`src/rtl/bram_arbiter_pkg.sv`:
```
`default_nettype none
// ============================================================================
// Module      : bram_arbiter_pkg
// Description : Shared types for the two-port BRAM arbiter. Holds the
//               ownership FSM state, the owner-ID type carried by the
//               read-return tag pipeline, and a counter-width helper.
// Revision    : 1.0  initial release
// ============================================================================
package bram_arbiter_pkg;

  // Ownership state of the shared RAM port
  typedef enum logic [1:0] {
    IDLE  = 2'd0,
    OWN_A = 2'd1,
    OWN_B = 2'd2
  } arb_state_t;

  // Requester identity, used both for "last owner" and read-return routing
  typedef enum logic {
    OWNER_A = 1'b0,
    OWNER_B = 1'b1
  } owner_t;

  // One stage of the read-return tag pipeline
  typedef struct packed {
    logic   valid;
    owner_t owner;
  } rd_tag_t;

  // Bits needed to hold a beat count in the range 1..burst_max
  function automatic int cnt_width(input int burst_max);
    return (burst_max < 2) ? 1 : $clog2(burst_max + 1);
  endfunction

endpackage
`default_nettype wire

```
`src/rtl/bram_arbiter_rr_arb2.sv`:
```
`default_nettype none
// ============================================================================
// Module      : rr_arb2
// Description : Combinational grant decision for two requesters sharing one
//               RAM port. Computes the grants for the current cycle and the
//               next owner state, last owner and beat count.
// Ports       : state/last/cnt   in  current ownership context
//               a_req/b_req      in  access requests
//               a_gnt/b_gnt      out one-hot-or-zero grants
//               state_nxt/last_nxt/cnt_nxt  out  next ownership context
// Revision    : 1.0  initial release
// ============================================================================
module rr_arb2
  import bram_arbiter_pkg::*;
#(
  parameter int BURST_MAX = 4,
  parameter int CNT_W     = 3
) (
  input  arb_state_t       state,
  input  owner_t           last,
  input  logic [CNT_W-1:0] cnt,
  input  logic             a_req,
  input  logic             b_req,
  output logic             a_gnt,
  output logic             b_gnt,
  output arb_state_t       state_nxt,
  output owner_t           last_nxt,
  output logic [CNT_W-1:0] cnt_nxt
);

  localparam logic [CNT_W-1:0] CNT_ONE = CNT_W'(1);
  localparam logic [CNT_W-1:0] CNT_MAX = CNT_W'(BURST_MAX);

  always_comb begin
    a_gnt     = 1'b0;
    b_gnt     = 1'b0;
    state_nxt = state;
    last_nxt  = last;
    cnt_nxt   = cnt;

    case (state)
      IDLE: begin
        // On contention the requester that did not own the port last wins
        if (a_req && (!b_req || last == OWNER_B)) begin
          a_gnt     = 1'b1;
          state_nxt = OWN_A;
          last_nxt  = OWNER_A;
          cnt_nxt   = CNT_ONE;
        end else if (b_req) begin
          b_gnt     = 1'b1;
          state_nxt = OWN_B;
          last_nxt  = OWNER_B;
          cnt_nxt   = CNT_ONE;
        end
      end

      OWN_A: begin
        // Hand over in the same cycle so the port never idles on a switch
        if (b_req && (!a_req || cnt == CNT_MAX)) begin
          b_gnt     = 1'b1;
          state_nxt = OWN_B;
          last_nxt  = OWNER_B;
          cnt_nxt   = CNT_ONE;
        end else if (a_req) begin
          a_gnt = 1'b1;
          if (cnt != CNT_MAX) cnt_nxt = cnt + CNT_ONE;
        end else begin
          state_nxt = IDLE;
          last_nxt  = OWNER_A;
          cnt_nxt   = CNT_ONE;
        end
      end

      OWN_B: begin
        if (a_req && (!b_req || cnt == CNT_MAX)) begin
          a_gnt     = 1'b1;
          state_nxt = OWN_A;
          last_nxt  = OWNER_A;
          cnt_nxt   = CNT_ONE;
        end else if (b_req) begin
          b_gnt = 1'b1;
          if (cnt != CNT_MAX) cnt_nxt = cnt + CNT_ONE;
        end else begin
          state_nxt = IDLE;
          last_nxt  = OWNER_B;
          cnt_nxt   = CNT_ONE;
        end
      end

      default: begin
        state_nxt = IDLE;
        cnt_nxt   = CNT_ONE;
      end
    endcase
  end

endmodule
`default_nettype wire

```
`src/rtl/bram_arbiter.sv`:
```
`default_nettype none
// ============================================================================
// Module      : bram_arbiter
// Description : Shares one single-port, read-first BRAM (1-cycle registered
//               read latency) between two requesters A and B with bounded
//               bursts. Accepted beats are registered onto the RAM port one
//               cycle later; read data returns to the issuing requester two
//               cycles after acceptance via an owner-tag pipeline.
// Ports       : clk, rst_n                   clock, async active-low reset
//               {a,b}_req/we/addr/wdata      requester command inputs
//               {a,b}_gnt                    combinational acceptance
//               {a,b}_rvalid/rdata           read return (rdata held)
//               ram_en/we/addr/di            registered RAM command
//               ram_dout                     RAM read data
// Revision    : 1.0  initial release
// ============================================================================
module bram_arbiter
  import bram_arbiter_pkg::*;
#(
  parameter int ADDR_W    = 16,
  parameter int DATA_W    = 16,
  parameter int BURST_MAX = 4
) (
  input  logic              clk,
  input  logic              rst_n,
  input  logic              a_req,
  input  logic              a_we,
  input  logic [ADDR_W-1:0] a_addr,
  input  logic [DATA_W-1:0] a_wdata,
  input  logic              b_req,
  input  logic              b_we,
  input  logic [ADDR_W-1:0] b_addr,
  input  logic [DATA_W-1:0] b_wdata,
  output logic              a_gnt,
  output logic              b_gnt,
  output logic              a_rvalid,
  output logic [DATA_W-1:0] a_rdata,
  output logic              b_rvalid,
  output logic [DATA_W-1:0] b_rdata,
  output logic              ram_en,
  output logic              ram_we,
  output logic [ADDR_W-1:0] ram_addr,
  output logic [DATA_W-1:0] ram_di,
  input  logic [DATA_W-1:0] ram_dout
);

  localparam int CNT_W = cnt_width(BURST_MAX);

  arb_state_t       state, state_nxt;
  owner_t           last, last_nxt;
  logic [CNT_W-1:0] cnt, cnt_nxt;
  logic             arb_a_gnt, arb_b_gnt;
  logic             beat;
  logic             sel_we;
  logic [ADDR_W-1:0] sel_addr;
  logic [DATA_W-1:0] sel_wdata;
  rd_tag_t          tag1, tag2;
  logic [DATA_W-1:0] a_rdata_q, b_rdata_q;

  rr_arb2 #(
    .BURST_MAX (BURST_MAX),
    .CNT_W     (CNT_W)
  ) u_arb (
    .state     (state),
    .last      (last),
    .cnt       (cnt),
    .a_req     (a_req),
    .b_req     (b_req),
    .a_gnt     (arb_a_gnt),
    .b_gnt     (arb_b_gnt),
    .state_nxt (state_nxt),
    .last_nxt  (last_nxt),
    .cnt_nxt   (cnt_nxt)
  );

  // Grants are forced low for as long as reset is held
  assign a_gnt = arb_a_gnt & rst_n;
  assign b_gnt = arb_b_gnt & rst_n;
  assign beat  = a_gnt | b_gnt;

  // Mux the accepted requester's command onto the RAM port
  assign sel_we    = b_gnt ? b_we    : a_we;
  assign sel_addr  = b_gnt ? b_addr  : a_addr;
  assign sel_wdata = b_gnt ? b_wdata : a_wdata;

  always_ff @(posedge clk or negedge rst_n) begin
    if (!rst_n) begin
      state     <= IDLE;
      last      <= OWNER_B;
      cnt       <= CNT_W'(1);
      ram_en    <= 1'b0;
      ram_we    <= 1'b0;
      ram_addr  <= '0;
      ram_di    <= '0;
      tag1      <= '{valid: 1'b0, owner: OWNER_A};
      tag2      <= '{valid: 1'b0, owner: OWNER_A};
      a_rdata_q <= '0;
      b_rdata_q <= '0;
    end else begin
      state  <= state_nxt;
      last   <= last_nxt;
      cnt    <= cnt_nxt;
      ram_en <= beat;
      ram_we <= beat & sel_we;
      if (beat) begin
        ram_addr <= sel_addr;
        ram_di   <= sel_wdata;
      end
      // Stage 1 aligns with the RAM command, stage 2 with ram_dout
      tag1 <= '{valid: beat & ~sel_we, owner: (b_gnt ? OWNER_B : OWNER_A)};
      tag2 <= tag1;
      if (a_rvalid) a_rdata_q <= ram_dout;
      if (b_rvalid) b_rdata_q <= ram_dout;
    end
  end

  assign a_rvalid = tag2.valid && (tag2.owner == OWNER_A);
  assign b_rvalid = tag2.valid && (tag2.owner == OWNER_B);

  // Pass RAM data straight through on the return cycle, otherwise hold
  assign a_rdata = a_rvalid ? ram_dout : a_rdata_q;
  assign b_rdata = b_rvalid ? ram_dout : b_rdata_q;

endmodule
`default_nettype wire
```
`config.mk`:
```
export PLATFORM = sky130hd
export DESIGN_NAME = bram_arbiter
export DESIGN_NICKNAME = d
export VERILOG_FILES = /design/src/rtl/bram_arbiter_pkg.sv /design/src/rtl/bram_arbiter_rr_arb2.sv /design/src/rtl/bram_arbiter.sv
export SDC_FILE = /design/constraint.sdc
export NUM_CORES = 1
export LEC_CHECK = 0
export CAP_MARGIN = 20
export CELL_PAD_IN_SITES_DETAIL_PLACEMENT = 0
export CELL_PAD_IN_SITES_GLOBAL_PLACEMENT = 1
export CORE_MARGIN = 4
export CORE_UTILIZATION = 28
export CTS_CLUSTER_SIZE = 8
export DETAILED_ROUTE_END_ITERATION = 10
export HOLD_SLACK_MARGIN = 0.02
export PLACE_DENSITY = 0.76
export SETUP_SLACK_MARGIN = 0.1
export SYNTH_ARGS = -nofsm -noshare
export SYNTH_HDL_FRONTEND = slang
export SYNTH_HIERARCHICAL = 1
export SYNTH_SLANG_ARGS = --single-unit
```
`constraint.sdc`:
```
create_clock -name clk -period 2.6 [get_ports clk]
set_input_delay 0.26 -clock clk [delete_from_list [all_inputs] [get_ports clk]]
set_output_delay 0.26 -clock clk [all_outputs]
set_load 0.03 [all_outputs]
```
==> out/metrics.csv, run 1 <==
metric,value,unit
synth-simple-area-share,0.0989,
syn_avg_cell_area,11.3,um2
seqPwrFrac,0.315,
top_usage_layer,met2,
hpwl,7340,um
clk_pin_slew_worst_paths,60,ps
synthXorXnorAreaFrac,0,
met3_usage,0.0351,
fp-row-count,40,
dr_total_vias,3024,
endpoint_kind,output pin,
coreArea,12200,um2
synth.top_cells.by_count,"74 x dfrtp_1, 72 x inv_1, 33 x nor2b_1, 32 x a222oi_1, 25 x mux2_2",
synth_area,3530,um2
grt_pass1_wl,16500,um
synthMuxAreaShare,0.105,
synth_top_family_by_area,compound AO/OA/AOI/OAI gates,
critical_path_class,reg -> out,
synth-seq-cells,76,
syn_inst,313,
period_share,0.926,
ios,156,
synth_area_leaders,"dfrtp_1 52%, a222oi_1 9.1%, mux2_2 8.0%",
clockBufferDepth,2,
met1_usage,0.179,
dp.cells,630,
synthesis.nets,401,
synth_warnings,6,
clock_sinks,76,
initial_core_util,0.290,
leakagePower,2.61,nW
holdPathStages,0,
ys_types,40,
final_cells,651,
fmax,415,MHz
power,5.51,mW
root_buffer,clkbuf_16,
port_buffers,155,
pwr-share-comb,0.445,
yosys.area.top_type,dfrtp_1,
status,completed,
cts_tree,done,
synth_top_area_frac,0.524,
drc,0,
clock_latency,330,ps
synth_fa_ha_area_frac,0.00709,
grtUsageTotal,0.142,
p_int,3.51,mW
irDropWorstVdd,0.000341,V
slew_headroom,0.638,
drt_pass1_iterations,10,
skew,6.02,ps
worstPathRequired,2340,ps
antenna_found_initial,0,
met2_usage,0.247,
fillerInstances,1150,
yosysMostFrequentCell,dfrtp_1,
ys_async_sr_fraction,1.00,
die_y,120,um
period_needed,2410,ps
seq_area_frac_synth,0.539,
powerDensity,967,nW/um2
initialDrtViolationCount,226,
synth-edff-count,0,
h-tree-depth,3,
crit_path_start_kind,flip-flop,
clkPwrFrac,0.241,
floorplan.die_area,14500,um2
hold_viol_final,0,
cap_violations,0,
fin_setup_tns,0,ps
sw_frac_of_total,0.363,
first_global_vias,3235,
ant_nets,0,
hold_class,reg -> reg,
slew_viol_final,0,
area_growth,61.4,%
worst-r2r-cell-count,10,
rsz0062_at_grt,no,
drt-wirelength-per-cell,15.7,um
drive_above_1_share,0.159,
num_antenna_cells,0,
postLayoutCellArea,5700,um2
arrival,2150,ps
synth_compound_area_frac,0.137,
wl,10200,um
grt_max_degree,35,
nNetsFinal,567,
switchingPower,2.00,mW
tightest_slew,543,ps
numCtsBuffers,9,
post_dp_cell_area,5280,um2
overflow,0,
path_max_fanout,4,
setup_viol,0,
routabilityCongestion,0.827,
die_x,120,um
routed_via_density,4.65,
synthFlopType,dfrtp_1,
## power by group through the flow
stage               clock, mW  combinational (mW)  sequential (mW)
floorplan                   0                1.09             2.00
detailed placement          0                2.42             1.75
global route             1.41                2.60             1.78
global placement            0                2.39             1.74
CTS                      1.37                2.45             1.74
finish                   1.33                2.45             1.73
## through the flow
step,worst slack [ps],hold slack (ps),util
final,193,354,0.469
after global routing,106,368,0.469
after CTS,131,357,0.464
after detailed placement,192,170,0.434
after global placement,272,168,0.434
after floorplan,172,-35.6,-
## cell families (layout without fill, tap and decap cells)
logic type,Yosys count,after routing
buffers and inverters,91,260
AND/OR/NAND/NOR,56,57
flip-flops,76,76
AO/OA/AOI/OAI,55,55
adder cells (fa/ha/maj),2,2
multiplexers,33,33
## final cells by class
cell class                 instances  area, um2  share of cell area
sequential                        76       1900               0.334
timing repair buffer             173       1690               0.297
multi-input combinational        147       1310               0.229
inverter                          72        270              0.0474
clock buffer                       9        225              0.0395
tap                              168        210              0.0369
clock inverter                     6       87.6              0.0154
## metal layers
layer,vias to the layer above,part of all wire
li1,1409,-
met1,1471,0.42
met2,134,0.49
met3,10,0.077
met4,0,0.0090
met5,-,0
## worst max-delay path, stage by stage, from the launching register on
cell and delay, ps:
dfstp_2 540, inv_2 50, ha_4 170, nand2_4 80, mux2i_4 250, o31ai_4 110
a221oi_4 300, and2_4 190, buf_6 130
## cells in the final DEF (no fill, tap or decap), types with 2 or more instances in the layout
cell type	Yosys	layout
clkdlybuf4s50_1	0	152
dfrtp_1	74	74
inv_1	72	71
nor2b_1	33	33
a222oi_1	32	32
mux2_2	25	25
buf_4	2	17
clkbuf_16	0	9
mux2_1	7	7
nand2_1	5	5
nor2_1	4	4
a21oi_1	5	4
o21ai_2	2	3
nor3b_1	3	3
buf_6	5	3
o21ai_0	3	3
and2_4	1	2
clkinv_2	0	2
bufinv_16	0	2
dfstp_2	2	2
and3b_1	2	2
a31oi_1	2	2
## flip-flops by register name, summed over array words and instances, names as in the netlist
| signal | count |
|---|---|
| a_rdata_q | 16 |
| cnt | 3 |
| last | 1 |
| ram_en | 1 |
| b_rdata_q | 16 |
| ram_we | 1 |
| ram_addr | 16 |
| ram_di | 16 |
| state | 2 |
| tag2 | 2 |
| tag1 | 2 |
## final timing paths
check / startpoint / end / slack [ps]
max: cnt[0] / a_gnt / 190
min: tag1[0] / tag2[0] / 350
max reg2reg: cnt[0] / ram_di[2] / 290
min reg2reg: tag1[0] / tag2[0] / 350
max in group asynchronous: rst_n / tag1[1] / 1520
min in group asynchronous: rst_n / state[0] / 360
## what timing repair did
| action | CTS | global route |
|---|---|---|
| endpoints found under the hold margin | 15 | 0 |
| hold buffers | 1 | 0 |
| resized for setup | 4 | 9 |
| gates cloned | 1 | 0 |
| setup buffers | 3 | 1 |
| pin swaps | 2 | 3 |
| setup endpoints to repair | 2 | 22 |
Power figures use the tool's default switching activity.
==> run 2, diff against run 1 <==
--- a/config.mk
+++ b/config.mk
@@ -6,14 +6,12 @@
 export NUM_CORES = 1
 export LEC_CHECK = 0
 export CAP_MARGIN = 20
-export CELL_PAD_IN_SITES_DETAIL_PLACEMENT = 0
-export CELL_PAD_IN_SITES_GLOBAL_PLACEMENT = 1
 export CORE_MARGIN = 4
-export CORE_UTILIZATION = 28
+export CORE_UTILIZATION = 38
 export CTS_CLUSTER_SIZE = 8
 export DETAILED_ROUTE_END_ITERATION = 10
 export HOLD_SLACK_MARGIN = 0.02
-export PLACE_DENSITY = 0.76
+export PLACE_DENSITY = 0.78
 export SETUP_SLACK_MARGIN = 0.1
 export SYNTH_ARGS = -nofsm -noshare
 export SYNTH_HDL_FRONTEND = slang
==> out/metrics.csv, run 2 (synthesized netlist as in run 1, its figures left out) <==
metric,value,unit,change
status,completed,,
floorplan.die_area,10900,um2,-25%
grt_pass1_wl,16700,um,+1.3%
cp_cell_sequence,inv_2 > ha_4 > nand2_4 > mux2i_1 > o31ai_2 > a221oi_4 > and2_4 > buf_6,,
initialDrtViolationCount,238,,+5.3%
num_antenna_cells,0,,unchanged
final_common_cell,clkdlybuf4s50_1,,
coreArea,8890,um2,-27%
slew_viol_final,0,,unchanged
first_global_vias,3199,,-1.1%
port_buffers,155,,unchanged
rrSetupSlack,250,ps,-40 ps
arrival,2170,ps,+20 ps
met3_wirelength,619,um,-22%
crit_path_start_kind,flip-flop,,
drt-wirelength-per-cell,17.5,um,+11%
numCtsBuffers,9,,unchanged
drive_above_1_share,0.157,,-0.00272
drt_pass1_iterations,5,,-5
overflow,0,,unchanged
drc,0,,unchanged
powerDensity,924,nW/um2,-4.4%
top_layer,met4,,
fp-row-count,34,,-15%
routabilityCongestion,0.829,,+0.16%
skew,12.6,ps,+6.54 ps
die_x,104,um,-13%
fin_setup_tns,0,ps,unchanged
root_buffer,clkbuf_8,,
hold_viol_final,0,,unchanged
cpLargestDelayFamily,flip-flops,,
irDropWorstVdd,0.000320,V,-6.3%
wl,10400,um,+1.2%
met2WireLength,5220,um,+3.2%
crit_slowest_cell,dfstp_2,,
dr_total_vias,3057,,+1.1%
h-tree-depth,3,,unchanged
tightest_slew,658,ps,+115 ps
clock_sinks,76,,unchanged
path_max_fanout,5,,+1
worstPathRequired,2340,ps,about the same
cpPeakStageDelay,550,ps,about the same
cp_num_buf_inv,2,,unchanged
endpoint_kind,output pin,,
period_share,0.936,,+0.00987
hold_class,reg -> reg,,
cts_tree,done,,
setup_viol,0,,unchanged
period_needed,2430,ps,+25.7 ps
fin_util,0.619,,+0.151
slew_headroom,0.562,,-0.0767
grtUsageTotal,0.188,,+0.0466
clk_pin_slew_worst_paths,90,ps,+30 ps
final_cell_mix,"152 x clkdlybuf4s50_1, 74 x dfrtp_1, 71 x inv_1, 33 x nor2b_1, 32 x a222oi_1",,
clock_latency,350,ps,+20 ps
nNetsFinal,568,,+0.18%
rsz0062_at_grt,yes,,
leakagePower,2.57,nW,-1.7%
die_y,104,um,-13%
ios,156,,unchanged
area_growth,56.0,%,
fmax,411,MHz,-1.1%
cap_violations,0,,unchanged
power,5.09,mW,-7.6%
routed_via_density,5.16,,+11%
wl_met1,4380,um,+2.0%
hpwl,7270,um,-0.96%
grt_max_degree,54,,+54%
clockBufferDepth,2,,unchanged
critical_path_class,reg -> out,,
initial_core_util,0.397,,+0.107
antenna_found_initial,0,,unchanged
ant_nets,0,,unchanged
-- run 2: cell count changes in the layout (fill, tap and decap cells not counted), sizes merged --
cell         change
dlygate4sd3      +1
inv              +1
bufinv           -1
clkbuf           +1
buf              -1
clkinvlp         +1
-- run 2: what timing repair did --
item / CTS / global route
resized for setup: 1 / 7
gates cloned: 1 / 0
endpoints found under the hold margin: 21 / 0
setup buffers: 2 / 3
setup endpoints to repair: 17 / 34
pin swaps: 2 / 4
hold buffers: 2 / 0
-- run 2: where the power goes --
group | switching (mW) | internal, mW
registers | 0.166 | 1.57
logic | 1.35 | 1.10
clock network | 0.459 | 0.448
total | 1.98 | 3.11
-- run 2: worst register-to-register path: cells and delay by family, from the launching register on --
| family | cells | cell delay [ps] |
|---|---|---|
| buffers and inverters | 3 | 440 |
| adders and majority gates | 1 | 160 |
| and+or+nand+nor | 1 | 90 |
| DFF | 1 | 550 |
| muxes | 1 | 230 |
| AOI/OAI and AO/OA | 4 | 770 |
-- run 2: cell type report --
class | count | area, um2
Fill cell | 746 | 3380
Sequential cell | 76 | 1900
Timing Repair Buffer | 174 | 1720
Multi-Input combinational cell | 147 | 1280
Inverter | 72 | 270
Tap cell | 108 | 135
Clock buffer | 9 | 124
Clock inverter | 7 | 73.8
-- run 2: worst paths after layout --
kind / start / to / depth (start not counted)
setup / recovery: cnt[0] / a_gnt / 8
hold / removal: tag1[0] / tag2[0] / 0
setup reg to reg: cnt[0] / ram_di[6] / 10
hold reg to reg: tag1[0] / tag2[0] / 0
max in group asynchronous: rst_n / state[0] / 4
min in group asynchronous: rst_n / cnt[0] / 2
-- run 2: per-layer routing --
layer,vias up,global-route usage
li1,1407,-
met1,1516,0.232
met2,121,0.330
met3,13,0.0397
met4,0,0.0560
met5,-,0
-- run 2: per-stage QoR --
step                cell area (um2)  hold WS, ps  instances  setup WS, ps
floorplan                      3540        -35.6        313           172
global placement               5190          209        568           236
detailed placement             5190          214        568           128
CTS                            5430          358        589          17.9
global route                   5510          365        593          62.0
finish                         5510          355        593           167
